===== src/rtl/cmp_scheduler_pkg.sv =====
// Shared constants and FSM encoding for the comparator scheduler.
// Hash-list geometry matches the comparator instance this block feeds.
package cmp_scheduler_pkg;

  localparam int NUM_HASHES     = 8;
  localparam int HASH_NUM_MSB   = 2;
  localparam int HASH_COUNT_MSB = 3;

  typedef enum logic [2:0] {
    ST_FLUSH = 3'd0,
    ST_IDLE  = 3'd1,
    ST_START = 3'd2,
    ST_BLANK = 3'd3,
    ST_WAIT  = 3'd4,
    ST_RESP  = 3'd5
  } state_t;

endpackage


===== src/rtl/cmp_scheduler_rr_arbiter.sv =====
// Combinational round-robin pick: first asserted req at or after i_ptr, wrapping mod N_REQ.
// Zero latency; no flow control of its own, the caller decides when to consume the pick.
module cmp_scheduler_rr_arbiter #(
  parameter int N_REQ  = 4,
  parameter int ID_MSB = $clog2(N_REQ) - 1
) (
  input  logic [N_REQ-1:0] i_req,
  input  logic [ID_MSB:0]  i_ptr,
  output logic [N_REQ-1:0] o_gnt,
  output logic [ID_MSB:0]  o_idx,
  output logic             o_any
);

  localparam int PW = ID_MSB + 2;

  logic [PW-1:0]   v_sum;
  logic [ID_MSB:0] v_idx;

  always_comb begin
    o_gnt = '0;
    o_idx = '0;
    o_any = 1'b0;
    v_sum = '0;
    v_idx = '0;
    for (int off = 0; off < N_REQ; off++) begin
      // one extra bit holds ptr+off before the modulo fold
      v_sum = {1'b0, i_ptr} + PW'(off);
      if (v_sum >= PW'(N_REQ)) begin
        v_sum = v_sum - PW'(N_REQ);
      end
      v_idx = v_sum[ID_MSB:0];
      if (!o_any && i_req[v_idx]) begin
        o_any        = 1'b1;
        o_gnt[v_idx] = 1'b1;
        o_idx        = v_idx;
      end
    end
  end

endmodule


===== src/rtl/cmp_scheduler.sv =====
// Shares one comparator among N_REQ requesters: gnt 1 cycle after req, cmp_start 1 after gnt, flags sampled 3 after start.
// Result is held on resp_* until resp_ready; no new grant while busy or cfg_lock is high.
module cmp_scheduler
  import cmp_scheduler_pkg::*;
#(
  parameter int N_REQ        = 4,
  parameter int ID_MSB       = $clog2(N_REQ) - 1,
  parameter int FLUSH_CYCLES = NUM_HASHES + 4
) (
  input  logic                    CLK,
  input  logic                    rst_n,
  input  logic [N_REQ-1:0]        req,
  input  logic [N_REQ*32-1:0]     req_data,
  output logic [N_REQ-1:0]        gnt,
  input  logic                    cfg_lock,
  input  logic [HASH_COUNT_MSB:0] hash_count,
  output logic [31:0]             cmp_data,
  output logic                    cmp_start,
  input  logic                    cmp_found,
  input  logic                    cmp_finished,
  input  logic [HASH_NUM_MSB:0]   cmp_hash_num,
  output logic                    busy,
  output logic                    resp_valid,
  input  logic                    resp_ready,
  output logic [ID_MSB:0]         resp_id,
  output logic                    resp_found,
  output logic [HASH_NUM_MSB:0]   resp_hash_num
);

  localparam int              FW         = $clog2(FLUSH_CYCLES + 1);
  localparam logic [FW-1:0]   FLUSH_LAST = FW'(FLUSH_CYCLES - 1);
  localparam logic [ID_MSB:0] LAST_ID    = (ID_MSB + 1)'(N_REQ - 1);

  state_t                r_state;
  logic [FW-1:0]         r_flush_cnt;
  logic                  r_blank_cnt;
  logic [ID_MSB:0]       r_rr_ptr;
  logic [N_REQ-1:0]      r_gnt;
  logic                  r_cmp_start;
  logic                  r_busy;
  logic                  r_resp_valid;
  logic [ID_MSB:0]       r_resp_id;
  logic                  r_resp_found;
  logic [HASH_NUM_MSB:0] r_resp_hash_num;
  logic [31:0]           r_cmp_data;

  logic [N_REQ-1:0] w_gnt;
  logic [ID_MSB:0]  w_idx;
  logic             w_any;
  logic [31:0]      w_req_word [N_REQ];

  for (genvar gi = 0; gi < N_REQ; gi++) begin : g_word
    assign w_req_word[gi] = req_data[32*gi +: 32];
  end

  cmp_scheduler_rr_arbiter #(
    .N_REQ  (N_REQ),
    .ID_MSB (ID_MSB)
  ) u_rr_arbiter (
    .i_req (req),
    .i_ptr (r_rr_ptr),
    .o_gnt (w_gnt),
    .o_idx (w_idx),
    .o_any (w_any)
  );

  always_ff @(posedge CLK or negedge rst_n) begin
    if (!rst_n) begin
      r_state         <= ST_FLUSH;
      r_flush_cnt     <= '0;
      r_blank_cnt     <= 1'b0;
      r_rr_ptr        <= '0;
      r_gnt           <= '0;
      r_cmp_start     <= 1'b0;
      r_busy          <= 1'b1;
      r_resp_valid    <= 1'b0;
      r_resp_id       <= '0;
      r_resp_found    <= 1'b0;
      r_resp_hash_num <= '0;
      r_cmp_data      <= '0;
    end else begin
      r_gnt       <= '0;
      r_cmp_start <= 1'b0;
      case (r_state)
        // the comparator may still be mid-scan from before reset; let it drain
        ST_FLUSH: begin
          if (r_flush_cnt == FLUSH_LAST) begin
            r_state <= ST_IDLE;
            r_busy  <= 1'b0;
          end else begin
            r_flush_cnt <= r_flush_cnt + 1'b1;
          end
        end
        ST_IDLE: begin
          if (!cfg_lock && w_any) begin
            r_gnt      <= w_gnt;
            r_cmp_data <= w_req_word[w_idx];
            r_resp_id  <= w_idx;
            r_rr_ptr   <= (w_idx == LAST_ID) ? '0 : w_idx + 1'b1;
            r_busy     <= 1'b1;
            if (hash_count == '0) begin
              r_resp_found    <= 1'b0;
              r_resp_hash_num <= '0;
              r_state         <= ST_RESP;
            end else begin
              r_state <= ST_START;
            end
          end
        end
        ST_START: begin
          r_cmp_start <= 1'b1;
          r_blank_cnt <= 1'b0;
          r_state     <= ST_BLANK;
        end
        // comparator flags still reflect the previous scan here
        ST_BLANK: begin
          if (r_blank_cnt) begin
            r_state <= ST_WAIT;
          end else begin
            r_blank_cnt <= 1'b1;
          end
        end
        ST_WAIT: begin
          if (cmp_found) begin
            r_resp_found    <= 1'b1;
            r_resp_hash_num <= cmp_hash_num;
            r_resp_valid    <= 1'b1;
            r_state         <= ST_RESP;
          end else if (cmp_finished) begin
            r_resp_found    <= 1'b0;
            r_resp_hash_num <= '0;
            r_resp_valid    <= 1'b1;
            r_state         <= ST_RESP;
          end
        end
        ST_RESP: begin
          if (!r_resp_valid) begin
            r_resp_valid <= 1'b1;
          end else if (resp_ready) begin
            r_resp_valid <= 1'b0;
            r_busy       <= 1'b0;
            r_state      <= ST_IDLE;
          end
        end
        default: begin
          r_state <= ST_FLUSH;
          r_busy  <= 1'b1;
        end
      endcase
    end
  end

  assign gnt           = r_gnt;
  assign cmp_data      = r_cmp_data;
  assign cmp_start     = r_cmp_start;
  assign busy          = r_busy;
  assign resp_valid    = r_resp_valid;
  assign resp_id       = r_resp_id;
  assign resp_found    = r_resp_found;
  assign resp_hash_num = r_resp_hash_num;

endmodule


===== config.mk =====
export PLATFORM = sky130hd
export DESIGN_NAME = cmp_scheduler
export DESIGN_NICKNAME = d
export VERILOG_FILES = /design/src/rtl/cmp_scheduler_pkg.sv /design/src/rtl/cmp_scheduler_rr_arbiter.sv /design/src/rtl/cmp_scheduler.sv
export SDC_FILE = /design/constraint.sdc
export NUM_CORES = 1
export LEC_CHECK = 0
export CORE_MARGIN = 10
export CORE_UTILIZATION = 41
export CTS_BUF_LIST = sky130_fd_sc_hd__clkbuf_4
export DETAILED_ROUTE_END_ITERATION = 7
export PLACE_DENSITY = 0.86
export SYNTH_ARGS = -nofsm -noshare
export SYNTH_HDL_FRONTEND = slang
export SYNTH_SLANG_ARGS = --single-unit

===== constraint.sdc =====
create_clock -name CLK -period 3.2 [get_ports CLK]
set_input_delay 0.48 -clock CLK [delete_from_list [all_inputs] [get_ports CLK]]
set_output_delay 0.48 -clock CLK [all_outputs]
set_load 0.05 [all_outputs]

; Word level (Yosys, flattened, before mapping)
; Cells that the tools add are included.
[word_totals]
reg_bits = 55
in_bits = 145
out_inout_bits = 45
elab_cells = 147
[op_classes]
n_addsub = 9
magnitude_cmp = 13
n_eq_ne = 14
mux = 69
bitwise = 6
reduce_logical = 24
[ops]
columns = cell, n
row1 = $bmux 32 s2, 1
row2 = $mux 32, 2
row3 = $mux 3, 12
row4 = $mux 1, 25
row5 = $mux 4, 6
row6 = $mux 2, 9
row7 = $pmux 3 s6, 1
row8 = $ge 3x3->1 const B, 4
row9 = $lt 2x3->1 const B, 4
row10 = $ne 2x2->1 const B, 6
row11 = $or 4x4->4, 3
row12 = $bmux 1 s2, 4
row13 = $demux 1 s2, 4
row14 = $ge 2x1->1 const B, 4
row15 = $logic_and 1x1->1, 8
row16 = $sub 2x1->2 const B, 4
row17 = $add 2x2->3 const B, 2
row18 = $eq 3x2->1 const B, 2
row19 = $eq 3x3->1 const B, 2
row20 = $pmux 1 s2, 3
row21 = $pmux 3 s2, 1
row22 = $reduce_and 2->1, 3
row23 = $reduce_and 6->1, 1
row24 = $reduce_bool 2->1, 3
row25 = 17 further kinds, 21

; Longest topological paths before layout
; Gate-level depths: netlist of the first run.
[depth]
depth_word = 18
ltp_mapped = 12
ltp_nobuf = 8

; Modules after synthesis
; Synthesis of the first run repeated with hierarchy kept, for this count alone.
[hier_totals]
hier_cells = 254
area_unflattened_um2 = 3648.5
[by_module_without_submodules]
columns = mod, instances, cells_each, area_per_inst_um2
row1 = cmp_scheduler, 1, 209, 3229.3
row2 = cmp_scheduler_rr_arbiter, 1, 45, 419.2

; Least setup slack after synthesis of the first run
; Ideal clock, no wire load.
[synth_timing]
kind = register to register
start = reg r_rr_ptr[0]
end = reg r_resp_id[0] (netlist: resp_id[0])
setup_ns = 0.125
t_arrival_ns = 3.098
required_ns = 3.075
slack_ns = -0.022
path_stages_with_launch = 11
path_buffers = 3
path_cell_list = dfrtp_1 > buf_4 > clkinv_1 > ha_1 > buf_6 > mux4_2 > or2_4 > o31ai_4 > or3_2 > buf_2 > mux2_2
[synth_between]
elab_chain_len = 16
[synth_rtl]
columns = element, line
row1 = "start, declared", cmp_scheduler.sv:37  ; logic [ID_MSB:0] r_rr_ptr;
row2 = "start signal, assigned", cmp_scheduler.sv:99  ; r_rr_ptr <= (w_idx == LAST_ID) ? '0 : w_idx + 1'b1;
row3 = branches (longest 16 deep; another with $add 2x1->3), -
row4 = "end signal, assigned", cmp_scheduler.sv:98  ; r_resp_id <= w_idx;
row5 = "end, declared", cmp_scheduler.sv:42  ; logic [ID_MSB:0] r_resp_id;
; Several ways; the timed one is not identified. The select of a mux whose other input is x is not followed.
; A chain may end at the register's enable or synchronous reset.

; Worst setup path after layout of the first run
[layout_timing]
start = reg r_rr_ptr[0]
end = reg r_cmp_data[20] (netlist: cmp_data[20])
[layout_between]
elab_chain_len = 18
[layout_rtl]
columns = element, line
row1 = branches (longest 18 deep; another with $add 2x1->3), -
row2 = "end signal, assigned", cmp_scheduler.sv:97  ; r_cmp_data <= w_req_word[w_idx];
row3 = "end, declared", cmp_scheduler.sv:45  ; logic [31:0] r_cmp_data;
; Several ways; the timed one is not identified. The select of a mux whose other input is x is not followed.

==> results.ini, run 1 <==
[grt]
antenna_found_initial = 1
grt_pass1_wl_um = 29100
grt_usage_pct = 22.0
grt_overflow_total = 0
grt_pass1_vias = 5513
grt_max_degree = 76

[routing]
drt_iter0_markers = 573
via_per_inst = 6.53
firstDrtPassIters = 6
drc = 0
wl_um = 18600
wl_per_cell_um = 22.8
vias = 5337
drtAntennaViolNets = 0

[synthesis]
syn_inst = 513
synth_area_per_cell_um2 = 8.91
ys_seq_area_share_pct = 30.1
synth-main-ff-cell = dfrtp_1
synth_edf_count = 0
netlist_area_um2 = 4570
yosys.area_share.simple_pct = 16.4
synth.area.top_cells = dfrtp_1 30%, nand3_1 8.8%, a22oi_1 8.7%, mux2i_1 7.2%, a41oi_1 6.3%
synth_xor_area_share_pct = 0.575
yosysTopAreaCellShare_pct = 29.6
syn_nets = 667
ys_seq_elements = 55
synth_compound_area_share_pct = 32.6
synth_top_family_by_area = compound AO/OA/AOI/OAI gates
yosysTopAreaCell = dfrtp_1
async_flop_share_pct = 100
synthAdderAreaFrac_pct = 2.46
synth_cell_types = 54
synthMuxAreaShare_pct = 10.2
yosysWarnings = 0

[sta]
period_share_pct = 96.2
relSlewSlack_pct = 39.4
fin_hold_ws_ns = 0.0217
finalSetupViolations = 0
finalClockSkew_ns = 0.0293
rsz0062_at_grt = no
final_max_slew_viol_count = 0
clock.fmax_mhz = 325
timing_hold_violations_final = 0
period_needed_ns = 3.08
timing.final.ws_setup_ns = 0.121
worst_pin_slew_ns = 0.909

[critical_path]
reg2reg_depth = 9
slowest_stage = mux4_2
cp.arrival_ns = 3.36
critPathMaxFanout = 42
critical_path.cell_chain = clkinv_2 > ha_1 > mux4_2 > or2_4 > o31ai_4 > or3_2 > buf_12 > a41oi_1 > a32o_1
critPathCaptureType = register
required_ns = 3.48
reg2reg_slack_ns = 0.12
worst_path_largest_cell_delay_ns = 0.63
critPathLaunchType = register
criticalPathCategory = register to register

[die]
core_area_um2 = 10900
die_x_um = 126
io_pins = 190
fp.dieH_um = 126
start_util_pct = 42.0
rows = 38
dieArea_um2 = 15800

[layout]
layout_commonest_cell = clkdlybuf4s50_1
fillers = 913
fin_nets = 829
utilization_pct = 61.6
final_cell_mix = 188 x clkdlybuf4s50_1, 80 x nand3_1, 53 x a22oi_1, 53 x dfrtp_1
layout-drive-gt1-share_pct = 8.43
seq_area_um2 = 1380
instances_no_fill = 817
multi_input_area_um2 = 2870
syn2layout_area_growth_pct = 46.6

[clock_tree]
cts_tree = done
cts_sinks = 55
htreeDepth = 2
clockRootBuffer = clkbuf_4
path_clk_slew_ns = 0.17
cts_buffers = 5
clock_latency_ns = 0.38
clock_path_buffers = 2

[pwr]
p_per_area_nw_per_um2 = 1100
peakVddDrop_mv = 0.601
power_uw = 7350
power_leakage_uw = 0.00259

[job]
cap_violations = 0

[min_path]
hold_path_class = input port to async pin

[placed_design]
numPlacedInstances = 808
dpl.hpwl_um = 13800
finalWeightedCongestion = 0.911
port_buffers = 189
dpl_worst_slack_ns = -0.216

[outcome]
outcome = completed

-- cells in the mapped netlist (all sizes together) (2+ instances only) --
cell,instances
a22oi,53
a22o,20
buf,37
or3,2
a32o,16
o22ai,32
nor3b,2
nand3,80
a211o,2
nand2b,3
inv,4
ha,9
a41oi,33
nand2,25
a221oi,5
clkbuf,22
nor2,19
a21oi,7
mux2,4
mux2i,33
mux4,4
a21o,2
xnor2,3
o31ai,2
nor3,7
o21ai,10
or2,4
nor2b,3
dfrtp,54
nor4,2
-- per-stage QoR --
stage / instance area [um^2] / setup TNS (ns)
after CTS: 6700 / 0
after global placement: 6620 / -1.16
after global routing: 6700 / 0
after floorplan: 4570 / 0
final: 6700 / 0
after detailed placement: 6620 / -2.54
-- what timing repair did --
item	CTS	global route
resized for setup	1	1
pin swaps	0	0
setup buffers	0	0
hold endpoints to repair	0	0
setup endpoints to repair	4	32
hold buffers	0	0
-- kinds of logic (layout without fill, tap and decap cells) --
kind of cell	Yosys count	in the layout
fa+ha+maj	9	9
buf+inv	64	227
xor+xnor	3	3
flops	55	55
other cells	0	1
simple gates	152	152
compound gates	189	189
mux	41	41
-- report_power, final --
group	total, uW	internal, uW	switching (uW)
registers	1290	1030	260
clock network	388	161	227
logic	5680	2220	3460
-- area by class of cell --
cell class                      count  share of cell area (%)
Multi-Input combinational cell    394                    42.9
Timing Repair Buffer              214                    32.4
Sequential cell                    55                    20.6
Clock buffer                        5                   0.560
Inverter                            5                   0.299
Clock inverter                      3                   0.579
Antenna cell                        1                  0.0373
Tap cell                          140                    2.61
-- worst paths after layout --
| check | startpoint | to |
|---|---|---|
| max | r_rr_ptr[0] | cmp_data[20] |
| min | rst_n | resp_hash_num[1] |
| max reg2reg | r_rr_ptr[0] | cmp_data[20] |
| min reg2reg | resp_found | resp_found |
| max in group asynchronous | rst_n | r_rr_ptr[1] |
| min in group CLK | resp_found | resp_found |
-- registers in the layout, summed over array words and instances, names as in the netlist --
| name | count |
|---|---|
| busy | 1 |
| cmp_data | 32 |
| r_rr_ptr | 2 |
| resp_id | 2 |
| r_flush_cnt | 4 |
| resp_hash_num | 3 |
| cmp_start | 1 |
| r_blank_cnt | 1 |
| r_state | 3 |
| gnt | 4 |
| resp_valid | 1 |
| resp_found | 1 |
-- worst max-delay path, delay by kind of cell, from the launching register on --
| kind | cells | cell delay (ns) |
|---|---|---|
| AOI/OAI and AO/OA | 3 | 0.66 |
| adders and majority gates | 1 | 0.43 |
| buffers and inverters | 2 | 0.29 |
| DFF | 1 | 0.45 |
| muxes | 1 | 0.63 |
| and+or+nand+nor | 2 | 0.52 |
-- metal layers --
layer | GRT usage (%) | vias up | part of all wire [%] | routed length, um
met5 | 0 | - | 0 | 0
met4 | 9.69 | 0 | 3.5 | 643
met3 | 7.86 | 50 | 12 | 2250
met2 | 36.1 | 358 | 47 | 8770
met1 | 25.3 | 2540 | 37 | 6930
li1 | - | 2389 | - | -
Note: power is estimated with default switching activity, not from simulation.
==> inputs of run 2 (changes only) <==
--- a/config.mk
+++ b/config.mk
@@ -9,6 +9,7 @@
 export CORE_UTILIZATION = 41
 export CTS_BUF_LIST = sky130_fd_sc_hd__clkbuf_4
 export DETAILED_ROUTE_END_ITERATION = 7
+export GPL_TIMING_DRIVEN = 0
 export PLACE_DENSITY = 0.86
 export SYNTH_ARGS = -nofsm -noshare
 export SYNTH_HDL_FRONTEND = slang
==> run 2 against run 1 <==
Net effect: final area increased by 3.0%; clock skew decreased by 0.015 ns; hold slack got worse by 0.0089 ns; first-iteration DRC count increased by 7.5%; total power increased by 4.3%.
==> results.ini, run 2 (synthesis gave the netlist of run 1 again) <==
[sta]
finalSetupViolations = 0  ; unchanged
finalSetupTns_ns = 0  ; unchanged
worst_pin_slew_ns = 0.578  ; -0.331 ns
timing_hold_violations_final = 0  ; unchanged
finalClockSkew_ns = 0.0143  ; -0.0150 ns
relSlewSlack_pct = 61.4  ; +22 points
final_max_slew_viol_count = 0  ; unchanged
clock.fmax_mhz = 320  ; -1.4%
fin_hold_ws_ns = 0.0129  ; -0.00886 ns
rsz0062_at_grt = yes
period_needed_ns = 3.12  ; +0.0433 ns
period_share_pct = 97.6  ; +1.4 points

[grt]
use_met1_pct = 28.1  ; +2.8 points
grt_overflow_total = 0  ; unchanged
gr-usage-met2_pct = 38.3  ; +2.2 points
grt_max_degree = 38  ; -50%
grt_pass1_vias = 5625  ; +2.0%
grt_usage_pct = 23.6  ; +1.6 points
grt_pass1_wl_um = 30800  ; +5.8%
antenna_found_initial = 0  ; -1
busiest_layer = met2
grtUsageMet3_pct = 8.28  ; +0.42 points

[die]
dieArea_um2 = 15800  ; unchanged
io_pins = 190  ; unchanged
core_area_um2 = 10900  ; unchanged
die_x_um = 126  ; unchanged
fp.dieH_um = 126  ; unchanged
start_util_pct = 42.0  ; unchanged
rows = 38  ; unchanged

[placed_design]
numPlacedInstances = 841  ; +4.1%
dpl.hpwl_um = 15400  ; +11%
finalWeightedCongestion = 0.907  ; -0.46%
port_buffers = 187  ; -1.1%

[critical_path]
critPathCaptureType = register
critPathLaunchType = register
critPathMaxFanout = 8  ; -81%
worstReg2RegEnd = cmp_data[29]
reg2reg_slack_ns = 0.08  ; -0.04 ns
r2r-start = r_rr_ptr[1]
cp.arrival_ns = 3.44  ; +0.08 ns
reg2reg_depth = 12  ; +3
required_ns = 3.52  ; +0.04 ns
criticalPathCategory = register to register

[layout]
layout_commonest_cell = clkdlybuf4s50_1
fin_nets = 872  ; +5.2%
final_cell_mix = 186 x clkdlybuf4s50_1, 80 x nand3_1, 54 x dfrtp_1, 52 x a22oi_1, 33 x mux2i_1
instances_no_fill = 859  ; +5.1%
syn2layout_area_growth_pct = 51.1
largest_reg_flops = 32  ; unchanged
antenna_cells = 0  ; -1
layout-drive-gt1-share_pct = 11.5  ; +3.1 points
fillers = 913  ; unchanged

[routing]
firstDrtPassIters = 5  ; -1
drt_iter0_markers = 616  ; +7.5%
via_per_inst = 6.42  ; -1.8%
wl_um = 19900  ; +6.9%
vias = 5513  ; +3.3%
drtAntennaViolNets = 0  ; unchanged
wl_per_cell_um = 23.1  ; +1.7%
drc = 0  ; unchanged

[clock_tree]
clock_latency_ns = 0.41  ; +0.03 ns
htreeDepth = 2  ; unchanged
path_clk_slew_ns = 0.19  ; +0.02 ns
cts_sinks = 55  ; unchanged
cts_tree = done
cts_buffers = 5  ; unchanged
clock_path_buffers = 2  ; unchanged
clockRootBuffer = clkbuf_4

[pwr]
power_leakage_uw = 0.00268  ; +3.8%
peakVddDrop_mv = 0.661  ; +10%
p_per_area_nw_per_um2 = 1110  ; +1.2%

[min_path]
hold_path_class = input port to async pin

[job]
cap_violations = 0  ; unchanged

[outcome]
outcome = completed

[run 2: per-layer routing]
| metal | part of all wire (%) | wire length, um | vias to the layer above |
|---|---|---|---|
| met5 | 0 | 0 | - |
| met4 | 3.4 | 678 | 0 |
| met3 | 11 | 2210 | 47 |
| met2 | 47 | 9280 | 340 |
| met1 | 39 | 7720 | 2645 |
| li1 | - | - | 2481 |
[run 2: timing repair]
item	in CTS	in global routing
hold buffers	0	0
pin swaps	1	3
gates cloned	0	1
buffers inserted	5	5
gates resized for setup	9	18
endpoints found under the setup margin	40	33
[run 2: worst max-delay path, stage by stage, from the launching register on]
cell      delay, ns
dfrtp_1        0.42
buf_6          0.15
inv_2          0.09
ha_4           0.27
buf_6          0.12
mux4_2         0.55
or2_4          0.31
a221oi_4       0.25
or2_1          0.16
buf_6          0.15
buf_8          0.13
nand3_1        0.12
a32o_1         0.32
[run 2: worst max path at each step]
stage | start | end | slack, ns | cells past startpoint
after detailed placement | r_rr_ptr[0] | cmp_data[7] | -0.43 | 11
after global routing | r_rr_ptr[0] | cmp_data[16] | -0.01 | 11
after floorplan | r_rr_ptr[0] | resp_id[0] | 0.09 | 10
after global placement | r_rr_ptr[0] | cmp_data[15] | -0.38 | 11
final | r_rr_ptr[1] | cmp_data[29] | 0.08 | 12
after CTS | r_rr_ptr[1] | cmp_data[29] | 0.002 | 12
[run 2: layout make-up]
class / count / area (um^2) / area share, %
clock buffers: 5 / 37.5 / 0.544
flip-flops and latches: 55 / 1380 / 19.9
well taps: 140 / 175 / 2.54
clock inverters: 3 / 25.0 / 0.362
plain buffers: 58 / 367 / 5.31
multi-input cells: 394 / 2910 / 42.2
inverters: 5 / 23.8 / 0.344
repair buffers: 199 / 1990 / 28.8
[run 2: power breakdown]
group	switching [uW]	internal (uW)
Sequential	227	1020
Combinational	3670	2390
Clock	267	88.7
[run 2: stage by stage]
| stage | setup WS [ns] | util [%] | total power (uW) | cell area [um^2] |
|---|---|---|---|---|
| after floorplan | 0.0915 | - | 5160 | 4570 |
| after global placement | -0.377 | 60.8 | 6740 | 6620 |
| after detailed placement | -0.434 | 60.9 | 6900 | 6630 |
| after CTS | 0.00233 | 62.2 | 7340 | 6770 |
| after global routing | -0.0117 | 63.4 | 8160 | 6910 |
| final | 0.0781 | 63.4 | 7670 | 6910 |
==> inputs of run 3 (changes only) <==
--- a/config.mk
+++ b/config.mk
@@ -5,10 +5,11 @@
 export SDC_FILE = /design/constraint.sdc
 export NUM_CORES = 1
 export LEC_CHECK = 0
-export CORE_MARGIN = 10
+export CORE_MARGIN = 2
 export CORE_UTILIZATION = 41
 export CTS_BUF_LIST = sky130_fd_sc_hd__clkbuf_4
 export DETAILED_ROUTE_END_ITERATION = 7
+export GPL_ROUTABILITY_DRIVEN = 0
 export GPL_TIMING_DRIVEN = 0
 export PLACE_DENSITY = 0.86
 export SYNTH_ARGS = -nofsm -noshare
==> run 3 against run 2 <==
Net effect: critical path type unchanged; total power is 0.32% higher; non-clock buffer count is 4 higher; sequential cell count stayed put; clock power is 12% higher; via count is 2.2% higher; largest cell class unchanged; highest routed layer unchanged.
==> results.ini, run 3 (synthesis gave the netlist of run 1 again) <==
[outcome]
outcome = completed

[sta]
timing.final.ws_setup_ns = 0.138  ; +0.0598 ns
period_share_pct = 95.7  ; -1.9 points
finalClockSkew_ns = 0.0283  ; +0.0141 ns
relSlewSlack_pct = 48.9  ; -12 points
final_max_slew_viol_count = 0  ; unchanged
fin_hold_ws_ns = 0.138  ; +0.125 ns
rsz0062_at_grt = no
clock.fmax_mhz = 327  ; +2.0%
period_needed_ns = 3.06  ; -0.0598 ns
timing_hold_violations_final = 0  ; unchanged
finalSetupViolations = 0  ; unchanged
worst_pin_slew_ns = 0.766  ; +0.188 ns

[grt]
grt_overflow_total = 0  ; unchanged
antenna_found_initial = 0  ; unchanged
grt_pass1_wl_um = 26900  ; -13%
grt_usage_pct = 28.5  ; +4.9 points
grt_pass1_vias = 5435  ; -3.4%
grt_max_degree = 33  ; -13%

[critical_path]
critPathLaunchType = register
required_ns = 3.53  ; about the same
criticalPathCategory = register to register
slowest_stage = mux4_2
cp.arrival_ns = 3.40  ; -0.04 ns
critical_path.cell_chain = buf_6 > clkinvlp_4 > ha_4 > mux4_2 > or2_4 > a221oi_4 > nor2_1 > buf_2 > a41oi_1 > a32o_1
reg2reg_depth = 10  ; -2
worst_path_largest_cell_delay_ns = 0.57  ; +0.02 ns
critPathMaxFanout = 10  ; +2
critPathCaptureType = register

[die]
io_pins = 190  ; unchanged
start_util_pct = 42.2  ; +0.18 points
die_x_um = 110  ; -13%
fp.dieH_um = 110  ; -13%
rows = 38  ; unchanged
dieArea_um2 = 12000  ; -24%
core_area_um2 = 10800  ; -0.44%

[routing]
wl_um = 17700  ; -11%
drtAntennaViolNets = 0  ; unchanged
via_per_inst = 6.53  ; +1.7%
wl_per_cell_um = 20.6  ; -11%
drc = 0  ; unchanged
vias = 5634  ; +2.2%
drt_iter0_markers = 648  ; +5.2%
firstDrtPassIters = 5  ; unchanged

[placed_design]
port_buffers = 187  ; unchanged
numPlacedInstances = 841  ; unchanged
dpl_worst_slack_ns = -0.495  ; -0.0611 ns
dpl.hpwl_um = 13500  ; -12%

[layout]
fillers = 891  ; -2.4%
multi_input_area_um2 = 2880  ; -1.0%
antenna_cells = 0  ; unchanged
instances_no_fill = 863  ; +0.47%
syn2layout_area_growth_pct = 51.5
seq_area_um2 = 1380  ; unchanged
layout-drive-gt1-share_pct = 11.3  ; -0.20 points
layout_commonest_cell = clkdlybuf4s50_1
largest_reg_flops = 32  ; unchanged
final_cell_mix = 186 x clkdlybuf4s50_1, 80 x nand3_1, 54 x dfrtp_1, 53 x a22oi_1
fin_nets = 876  ; +0.46%

[clock_tree]
cts_buffers = 5  ; unchanged
clock_path_buffers = 2  ; unchanged
cts_hold_buf = 0  ; unchanged
cts_tree = done
clockRootBuffer = clkbuf_4
clock_latency_ns = 0.39  ; -0.02 ns
cts_sinks = 55  ; unchanged
path_clk_slew_ns = 0.17  ; -0.02 ns
htreeDepth = 2  ; unchanged

[pwr]
power_leakage_uw = 0.00271  ; +0.85%
power_uw = 7690  ; +0.32%
p_per_area_nw_per_um2 = 1110  ; about the same
peakVddDrop_mv = 0.590  ; -11%

[job]
cap_violations = 0  ; unchanged

[min_path]
hold_path_class = input port to async pin

run 3: cell count changes in the layout (fill, tap and decap cells not counted), sizes merged:
cell | previous run | this run
clkinv | 3 | 1
inv | 4 | 5
bufinv | 0 | 1
clkbuf | 31 | 28
buf | 45 | 52
run 3: per-layer routing:
| metal | up-vias | share of wire (%) | GRT usage [%] | wire (um) |
|---|---|---|---|---|
| li1 | 2482 | - | - | - |
| met1 | 2674 | 37 | 33.2 | 6480 |
| met2 | 417 | 49 | 50.4 | 8760 |
| met3 | 61 | 11 | 6.40 | 1900 |
| met4 | 0 | 3.4 | 11.6 | 602 |
| met5 | - | 0 | 0 | 0 |
run 3: cell type report:
class | count | area share, %
plain buffers | 57 | 5.06
clock buffers | 5 | 0.542
clock inverters | 3 | 0.614
inverters | 5 | 0.434
multi-input cells | 394 | 41.6
flip-flops and latches | 55 | 19.9
well taps | 140 | 2.53
repair buffers | 204 | 29.3
run 3: power breakdown:
| part | internal [uW] | switching (uW) | leakage, uW |
|---|---|---|---|
| sequential | 1020 | 229 | 0.000682 |
| combinational | 2420 | 3620 | 0.00198 |
| clock | 165 | 235 | 0.0000432 |
run 3: critical path, delay by kind of cell, from the launching register on:
| kind | cells | cell delay, ns |
|---|---|---|
| compound gates | 3 | 0.69 |
| mux | 1 | 0.57 |
| simple gates | 2 | 0.51 |
| buf+inv | 3 | 0.50 |
| flops | 1 | 0.41 |
| fa+ha+maj | 1 | 0.34 |
run 3: path summary, 6_finish.rpt:
kind	endpoint	startpoint	slack, ns
max in group asynchronous	r_state[1]	rst_n	2.45
worst max-delay path	cmp_data[17]	r_rr_ptr[1]	0.14
worst min register to register	resp_found	resp_found	0.50
worst max register to register	cmp_data[17]	r_rr_ptr[1]	0.14
min in group CLK	resp_found	resp_found	0.50
worst min-delay path	r_state[2]	rst_n	0.14
run 3: repair_timing:
item | 4_1_cts | 5_1_grt
pin swaps | 1 | 5
gates cloned | 0 | 1
endpoints found under the hold margin | 0 | 0
gates resized for setup | 9 | 12
setup buffers | 5 | 10
endpoints found under the setup margin | 40 | 34
run 3: stage by stage:
step	utilization (%)	cell area (um^2)	TNS, ns
2_1_floorplan	-	4570	0
3_3_place_gp	61.1	6620	-14.78
5_1_grt	63.9	6920	0
4_1_cts	62.6	6790	0
3_5_place_dp	61.2	6630	-10.65
6_report	63.9	6920	0
